File: src/rtl/score_keeper.sv
// Score, lives and high-score bookkeeping for the Fruit Ninja game.
// Scores are held directly as three BCD digits so the seven-segment
// decoders downstream can be fed without any binary-to-BCD conversion.
module score_keeper #(
    parameter int LIVES_INIT = 3
) (
    input  logic       clock,
    input  logic       resetn,
    input  logic       start,
    input  logic       hit,
    input  logic       miss,
    input  logic       bomb,
    output logic [3:0] score_d0,
    output logic [3:0] score_d1,
    output logic [3:0] score_d2,
    output logic [3:0] hi_d0,
    output logic [3:0] hi_d1,
    output logic [3:0] hi_d2,
    output logic [3:0] lives,
    output logic       playing,
    output logic       game_over
);

    localparam logic [1:0] ST_IDLE = 2'd0;
    localparam logic [1:0] ST_PLAY = 2'd1;
    localparam logic [1:0] ST_OVER = 2'd2;

    localparam logic [3:0] LIVES_RST = 4'(LIVES_INIT);

    logic [1:0] state_q, state_d;
    logic [3:0] score0_q, score0_d;
    logic [3:0] score1_q, score1_d;
    logic [3:0] score2_q, score2_d;
    logic [3:0] hi0_q, hi0_d;
    logic [3:0] hi1_q, hi1_d;
    logic [3:0] hi2_q, hi2_d;
    logic [3:0] lives_q, lives_d;
    logic       playing_q, playing_d;
    logic       over_q, over_d;

    logic [3:0] inc0, inc1, inc2;

    // BCD increment of the current score, holding at 999 instead of wrapping
    always_comb begin
        inc0 = score0_q;
        inc1 = score1_q;
        inc2 = score2_q;
        if (!(score2_q == 4'd9 && score1_q == 4'd9 && score0_q == 4'd9)) begin
            if (score0_q != 4'd9) begin
                inc0 = score0_q + 4'd1;
            end else begin
                inc0 = 4'd0;
                if (score1_q != 4'd9) begin
                    inc1 = score1_q + 4'd1;
                end else begin
                    inc1 = 4'd0;
                    inc2 = score2_q + 4'd1;
                end
            end
        end
    end

    // Game sequencing: apply this cycle's events, end the game when lives run out
    always_comb begin
        state_d  = state_q;
        score0_d = score0_q;
        score1_d = score1_q;
        score2_d = score2_q;
        hi0_d    = hi0_q;
        hi1_d    = hi1_q;
        hi2_d    = hi2_q;
        lives_d  = lives_q;
        case (state_q)
            ST_IDLE, ST_OVER: begin
                if (start) begin
                    state_d  = ST_PLAY;
                    score0_d = 4'd0;
                    score1_d = 4'd0;
                    score2_d = 4'd0;
                    lives_d  = LIVES_RST;
                end
            end
            ST_PLAY: begin
                if (bomb) begin
                    lives_d = 4'd0;
                end else begin
                    if (hit) begin
                        score0_d = inc0;
                        score1_d = inc1;
                        score2_d = inc2;
                    end
                    if (miss && lives_q != 4'd0) begin
                        lives_d = lives_q - 4'd1;
                    end
                end
                if (lives_d == 4'd0) begin
                    state_d = ST_OVER;
                    if ({score2_d, score1_d, score0_d} > {hi2_q, hi1_q, hi0_q}) begin
                        hi0_d = score0_d;
                        hi1_d = score1_d;
                        hi2_d = score2_d;
                    end
                end
            end
            default: begin
                state_d = ST_IDLE;
            end
        endcase
        playing_d = (state_d == ST_PLAY);
        over_d    = (state_d == ST_OVER);
    end

    // State and output registers, all cleared asynchronously
    always_ff @(posedge clock or negedge resetn) begin
        if (!resetn) begin
            state_q   <= ST_IDLE;
            score0_q  <= 4'd0;
            score1_q  <= 4'd0;
            score2_q  <= 4'd0;
            hi0_q     <= 4'd0;
            hi1_q     <= 4'd0;
            hi2_q     <= 4'd0;
            lives_q   <= LIVES_RST;
            playing_q <= 1'b0;
            over_q    <= 1'b0;
        end else begin
            state_q   <= state_d;
            score0_q  <= score0_d;
            score1_q  <= score1_d;
            score2_q  <= score2_d;
            hi0_q     <= hi0_d;
            hi1_q     <= hi1_d;
            hi2_q     <= hi2_d;
            lives_q   <= lives_d;
            playing_q <= playing_d;
            over_q    <= over_d;
        end
    end

    assign score_d0  = score0_q;
    assign score_d1  = score1_q;
    assign score_d2  = score2_q;
    assign hi_d0     = hi0_q;
    assign hi_d1     = hi1_q;
    assign hi_d2     = hi2_q;
    assign lives     = lives_q;
    assign playing   = playing_q;
    assign game_over = over_q;

endmodule

File: config.mk
export PLATFORM = sky130hd
export DESIGN_NAME = score_keeper
export DESIGN_NICKNAME = d
export VERILOG_FILES = /design/src/rtl/score_keeper.sv
export SDC_FILE = /design/constraint.sdc
export NUM_CORES = 1
export LEC_CHECK = 0
export BUFFER_PORTS_ARGS = -buffer_cell sky130_fd_sc_hd__buf_2
export CAP_MARGIN = 20
export CORE_MARGIN = 2
export CORE_UTILIZATION = 50
export CTS_CLUSTER_DIAMETER = 150
export DETAILED_ROUTE_END_ITERATION = 12
export PLACE_DENSITY = 0.73
export SLEW_MARGIN = 20
export SYNTH_ARGS = -nofsm -noshare
export SYNTH_HDL_FRONTEND = slang
export SYNTH_SLANG_ARGS = --single-unit
File: constraint.sdc
create_clock -name clock -period 8.3 [get_ports clock]
set_clock_uncertainty 0.2 [all_clocks]
set_input_delay 1.245 -clock clock [delete_from_list [all_inputs] [get_ports clock]]
set_output_delay 1.245 -clock clock [all_outputs]
set_load 0.02 [all_outputs]
==> impl_metrics.json, run 1 <==
{
  "tightest_slew_ns": 1.12,
  "dp.cells": 280,
  "period_needed_ns": 4.88,
  "critical_path.max_fanout": 12,
  "insertedDiodeCount": 0,
  "post_cts.repair.setup_buffers": 0,
  "holdWs_ns": 0.336,
  "layoutNonFillerInstCount": 288,
  "portBuffers": 35,
  "synth_top_area_share_pct": 37.3,
  "hp-class": "reg2reg",
  "crit_path_end": "hi_d1[0]",
  "grtUsageTotal_pct": 19.8,
  "cp-end-kind": "flip-flop",
  "maxSlewHeadroom_pct": 24.6,
  "antenna_found_initial": 0,
  "dp_hpwl_um": 3020,
  "yosys.area.top_type": "dfrtp_1",
  "drt_iter0_drc": 130,
  "cts_buffers": 5,
  "p_leak_nw": 1.14,
  "synth_edf_count": 0,
  "r2r_slack_ns": 3.88,
  "area_growth_pct": 14.7,
  "synth.distinct_cells": 45,
  "dieArea_sq_mm": 0.00455,
  "r2r_end": "hi_d1[0]",
  "synth_cells": 201,
  "crit_path_start_kind": "input pin",
  "cts-root-buf": "clkbuf_8",
  "tritoncts": "done",
  "timing.fmax_ghz": 0.205,
  "worstSetupStartpoint": "bomb",
  "postCtsHoldBufs": 0,
  "netlist_area_sq_mm": 0.00201,
  "htree_num_levels": 2,
  "antenna_left": 0,
  "die_height_um": 67.5,
  "clk_latency_ns": 0.28,
  "final_nets": 262,
  "vias": 1591,
  "vias_per_cell": 5.52,
  "layout-drive-gt1-share_pct": 27.3,
  "overflow": 0,
  "wl_um": 4130,
  "row_count": 23,
  "maxCapViolCount": 0,
  "wire_per_inst_um": 14.3,
  "outcome": "complete, no violations",
  "cp_top_family": "simple AND/OR/NAND/NOR gates",
  "worstSetupPathDepth": 12,
  "power_density_mw_per_mm2": 239,
  "grt_max_degree": 33,
  "clock-sinks": 32,
  "route.detailed.drc": 0,
  "coreArea_sq_mm": 0.00394,
  "postSynth.asyncResetShare_pct": 100,
  "r2r_cells": 13,
  "timing.final.crit_share_pct": 58.8,
  "grt_pass1_vias": 1458,
  "firstDrtPassIters": 4,
  "cp.required_ns": 8.27,
  "path_class": "in2reg",
  "initial_core_util_pct": 51.1,
  "clockBufferDepth": 2,
  "gp_congestion": 0.857,
  "max_stage_delay_ns": 0.92,
  "setup_slack_ns": 3.42,
  "grt_pass1_wl_um": 6770,
  "slew_viol_final": 0,
  "synth_warnings": 0,
  "ioPinCount": 36,
  "hold_violations": 0,
  "design_area_sq_mm": 0.00231,
  "syn_area_per_cell_sq_um": 10.0,
  "fin_tns_setup_ns": 0,
  "setup_viol": 0,
  "crit_chain": "buf_2, nor2b_1, o311ai_1, nor2_1, nand4_1, xnor2_1, ha_1, nand2_1, o21ai_0, nor4_1, nor4_4, mux2_2",
  "layout_commonest_cell": "buf_2",
  "cp.arrival_ns": 4.85,
  "rsz0062_at_grt": "false",
  "ys_ff_latch": 32,
  "ir_drop_mv": 0.192,
  "layout_common_cells": "35 x buf_2, 30 x dfrtp_1, 19 x inv_1, 19 x ha_1, 15 x nand2_1",
  "cts_resized": 0,
  "clk_pin_slew_ns": 0.07,
  "synth_nets": 226,
  "die_w_um": 67.5,
  "cp.buffers_inverters": 1,
  "ys_seq_area_share_pct": 39.9,
  "dpl_cell_area_sq_mm": 0.00222,
  "crit-reg2reg-launch": "score_d1[1]",
  "slowest_stage": "nor4_4",
  "ys_top_cells_by_area": "dfrtp_1 37%, ha_1 12%, mux2_4 6.7%",
  "pre_cts_ws_ns": 3.17,
  "synth_flop_cell": "dfrtp_1"
}
-- flip-flops by register name, indices dropped and copies added (netlist names) --
signal / flops
game_over: 1
hi_d0: 4
hi_d1: 4
hi_d2: 4
lives: 4
playing: 1
score_d0: 4
score_d1: 4
score_d2: 4
state_q: 2
-- cells in the mapped netlist (2+ instances only) --
| cell type | n |
|---|---|
| dfrtp_1 | 30 |
| ha_1 | 19 |
| inv_1 | 19 |
| nand2_1 | 15 |
| o21ai_0 | 14 |
| nor2_1 | 12 |
| a22o_1 | 11 |
| a21oi_1 | 9 |
| mux2_4 | 9 |
| nand3_1 | 6 |
| clkbuf_1 | 4 |
| nand4_1 | 4 |
| o31ai_1 | 4 |
| mux2_2 | 3 |
| nor2b_1 | 3 |
| xnor2_1 | 3 |
| a211oi_1 | 2 |
| and2_1 | 2 |
| dfstp_2 | 2 |
| nand2b_1 | 2 |
| nor4_1 | 2 |
| o22a_1 | 2 |
| o22ai_1 | 2 |
-- metrics by stage --
| stage | utilization (%) | power (mW) |
|---|---|---|
| 3_5_place_dp | 56.2 | 0.433 |
| 5_1_grt | 58.6 | 0.591 |
| 3_3_place_gp | 56.2 | 0.430 |
| 2_1_floorplan | - | 0.381 |
| 6_report | 58.6 | 0.552 |
| 4_1_cts | 58.6 | 0.557 |
-- worst min path at each step --
stage,startpoint,endpoint,slack [ns],cells past startpoint
final,hi_d1[2],hi_d1[2],0.34,1
after CTS,hi_d1[0],hi_d1[0],0.34,1
after global routing,hi_d0[3],hi_d0[3],0.36,1
after detailed placement,hi_d0[1],hi_d0[1],0.32,1
after floorplan,state_q[0],game_over,0.30,1
after global placement,hi_d1[0],hi_d1[0],0.31,1
-- per-layer routing --
layer	GRT usage (%)	routed length [um]
met5	0	0
met4	6.38	28
met3	5.17	184
met2	31.6	1970
met1	26.2	1950
-- power breakdown --
part	switching [mW]	total [mW]	internal, mW
Clock	0.0566	0.123	0.0661
Combinational	0.138	0.223	0.0843
Sequential	0.0239	0.206	0.182
-- worst reg2reg max path, stage by stage, from the launching register on --
cell	delay, ns
dfrtp_1	0.45
inv_1	0.09
ha_1	0.16
nand3b_1	0.18
o311ai_1	0.74
nor2_1	0.15
nand4_1	0.15
xnor2_1	0.11
ha_1	0.34
nand2_1	0.06
o21ai_0	0.23
nor4_1	0.11
nor4_4	0.92
mux2_2	0.42
-- cell type report --
cell class / count / area [sq um]
Sequential cell: 32 / 803
Fill cell: 344 / 1630
Clock buffer: 6 / 82.6
Clock inverter: 2 / 10.0
Tap cell: 50 / 62.6
Timing Repair Buffer: 35 / 175
Inverter: 19 / 71.3
Multi-Input combinational cell: 144 / 1100
-- cells by family (layout without fill, tap and decap cells) --
kind of cell | after synthesis | after routing | share of synthesized area (%)
buffers and inverters | 25 | 62 | 5.28
and+or+nand+nor | 57 | 57 | 15.3
AOI/OAI and AO/OA | 52 | 52 | 17.6
xor gates and xnor gates | 3 | 3 | 1.30
DFF | 32 | 32 | 39.9
adders and majority gates | 19 | 19 | 11.8
muxes | 13 | 13 | 8.88
(Power assumes the default switching activity.)
==> run 2, diff against run 1 <==
- ABC_AREA: unset -> 1
- PLACE_DENSITY: 0.73 -> 0.75
- clock period: 8.3 -> 4.1 ns (I/O delays scaled with it)
==> impl_metrics.json, run 2 <==
{
  "dieArea_sq_mm": 0.00480,
  "timing.final.crit_share_pct": 79.0,
  "fin_tns_setup_ns": 0,
  "layout_commonest_cell": "nand2_1",
  "cp.required_ns": 4.11,
  "holdWs_ns": 0.191,
  "critical_path.max_fanout": 7,
  "setup_slack_ns": 0.862,
  "layout-drive-gt1-share_pct": 20.4,
  "dpl_cell_area_sq_mm": 0.00233,
  "coreArea_sq_mm": 0.00406,
  "grt_max_degree": 33,
  "synth.distinct_cells": 27,
  "maxSlewHeadroom_pct": 51.5,
  "layoutNonFillerInstCount": 369,
  "crit_top_cell": "nand2_1",
  "clk_pin_slew_ns": 0.07,
  "clk_latency_ns": 0.28,
  "ys_seq_area_share_pct": 37.7,
  "die_height_um": 69.3,
  "synth_common_cells": "83 x nand2_1, 38 x inv_1, 30 x dfrtp_1, 19 x ha_1, 19 x nor2_1",
  "overflow": 0,
  "maxCapViolCount": 0,
  "timing.fmax_ghz": 0.309,
  "firstDrtPassIters": 4,
  "design_area_sq_mm": 0.00242,
  "row_count": 23,
  "postSynth.asyncResetShare_pct": 100,
  "synth_warnings": 0,
  "hold_violations": 0,
  "synth_edf_count": 0,
  "tightest_slew_ns": 0.727,
  "grt_pass1_wl_um": 8380,
  "yosysMostFrequentCell": "nand2_1",
  "syn_area_per_cell_sq_um": 7.58,
  "drt_iter0_drc": 99,
  "fin_util_pct": 59.7,
  "wl_um": 4850,
  "crit_chain": "inv_1, ha_1, nand3_2, nor2_4, nand4_1, o21ai_1, nand2_1, ha_1, nand2_1, nor2_1, nand2_1, a21oi_1, nor2_1, nor2_2, buf_4, nand4_1, nand2_1",
  "grt_use_met3_pct": 3.20,
  "dp.cells": 361,
  "outcome": "complete, no violations",
  "total_power_mw": 1.54,
  "ioPinCount": 36,
  "top_usage_layer": "met2",
  "antenna_left": 0,
  "clockBufferDepth": 2,
  "ir_drop_mv": 0.460,
  "period_needed_ns": 3.24,
  "rsz0062_at_grt": "false",
  "synth_flop_cell": "dfrtp_1",
  "grt_pass1_vias": 1888,
  "portBuffers": 35,
  "antenna_found_initial": 0,
  "tritoncts": "done",
  "gp_congestion": 0.863,
  "yosys.area.top_type": "dfrtp_1",
  "cp-end-kind": "flip-flop",
  "p_leak_nw": 1.33,
  "ys_ff_latch": 32,
  "ys_top_cells_by_area": "dfrtp_1 35%, nand2_1 15%, ha_1 11%",
  "dp_hpwl_um": 3570,
  "clock-sinks": 32,
  "slowest_stage": "dfrtp_1",
  "path_class": "reg2reg",
  "vias_per_cell": 5.30,
  "slew_viol_final": 0,
  "setup_viol": 0,
  "synth_nets": 306,
  "r2r_cells": 17,
  "area_growth_pct": 13.8,
  "die_w_um": 69.3,
  "grt_use_met2_pct": 38.0,
  "route.detailed.drc": 0,
  "cts_resized": 0,
  "power_density_mw_per_mm2": 637,
  "wire_per_inst_um": 13.2,
  "post_cts.repair.setup_buffers": 0,
  "synth_top_area_share_pct": 35.3,
  "vias": 1954,
  "cts_buffers": 5,
  "max_stage_delay_ns": 0.43,
  "crit_path_start_kind": "flip-flop",
  "insertedDiodeCount": 0,
  "grtUsageTotal_pct": 21.2,
  "initial_core_util_pct": 52.5,
  "htree_num_levels": 2,
  "hp-class": "in2async",
  "cp.arrival_ns": 3.25,
  "layout_common_cells": "83 x nand2_1, 38 x inv_1, 35 x buf_2",
  "postCtsHoldBufs": 0,
  "met1_usage_pct": 26.2,
  "cts-root-buf": "clkbuf_8",
  "final_nets": 343,
  "pre_cts_ws_ns": 0.813,
  "synth_cells": 281,
  "netlist_area_sq_mm": 0.00213
}
run 2: cells by family after synthesis:
family | after synthesis | share of synthesized area (%)
flip-flops | 32 | 37.7
adder cells (fa/ha/maj) | 19 | 11.2
buffers and inverters | 49 | 9.52
AND/OR/NAND/NOR | 146 | 32.1
AO/OA/AOI/OAI | 35 | 9.52
run 2: path summary, 6_finish.rpt:
check | startpoint | endpoint | slack (ns)
hold / removal | resetn | score_d2[0] | 0.19
setup / recovery | score_d0[1] | hi_d2[2] | 0.86
min in group clock | hi_d0[1] | hi_d0[1] | 0.29
setup reg to reg | score_d0[1] | hi_d2[2] | 0.86
hold reg to reg | hi_d0[1] | hi_d0[1] | 0.29
max in group asynchronous | resetn | lives[3] | 3.04
run 2: power by group:
| part | internal, mW | total, mW | switching (mW) | leakage [nW] |
|---|---|---|---|---|
| logic | 0.255 | 0.838 | 0.583 | 0.850 |
| registers | 0.397 | 0.460 | 0.0630 | 0.430 |
| clock network | 0.137 | 0.247 | 0.110 | 0.0455 |
run 2: area by class of cell:
class,count,area (sq um)
Timing Repair Buffer,36,183
Multi-Input combinational cell,200,1120
Sequential cell,32,803
Tap cell,50,62.6
Inverter,43,161
Clock buffer,8,90.1
Fill cell,380,1630
run 2: routing by layer:
| layer | wire length (um) | vias up |
|---|---|---|
| met4 | 41 | 0 |
| li1 | - | 991 |
| met5 | 0 | - |
| met2 | 2480 | 40 |
| met3 | 193 | 6 |
| met1 | 2140 | 917 |
run 2: critical path: cells and delay by family (launching register included):
family | cells | cell delay (ns)
buf+inv | 2 | 0.31
simple gates | 11 | 1.47
fa+ha+maj | 2 | 0.48
compound gates | 2 | 0.29
flops | 1 | 0.43
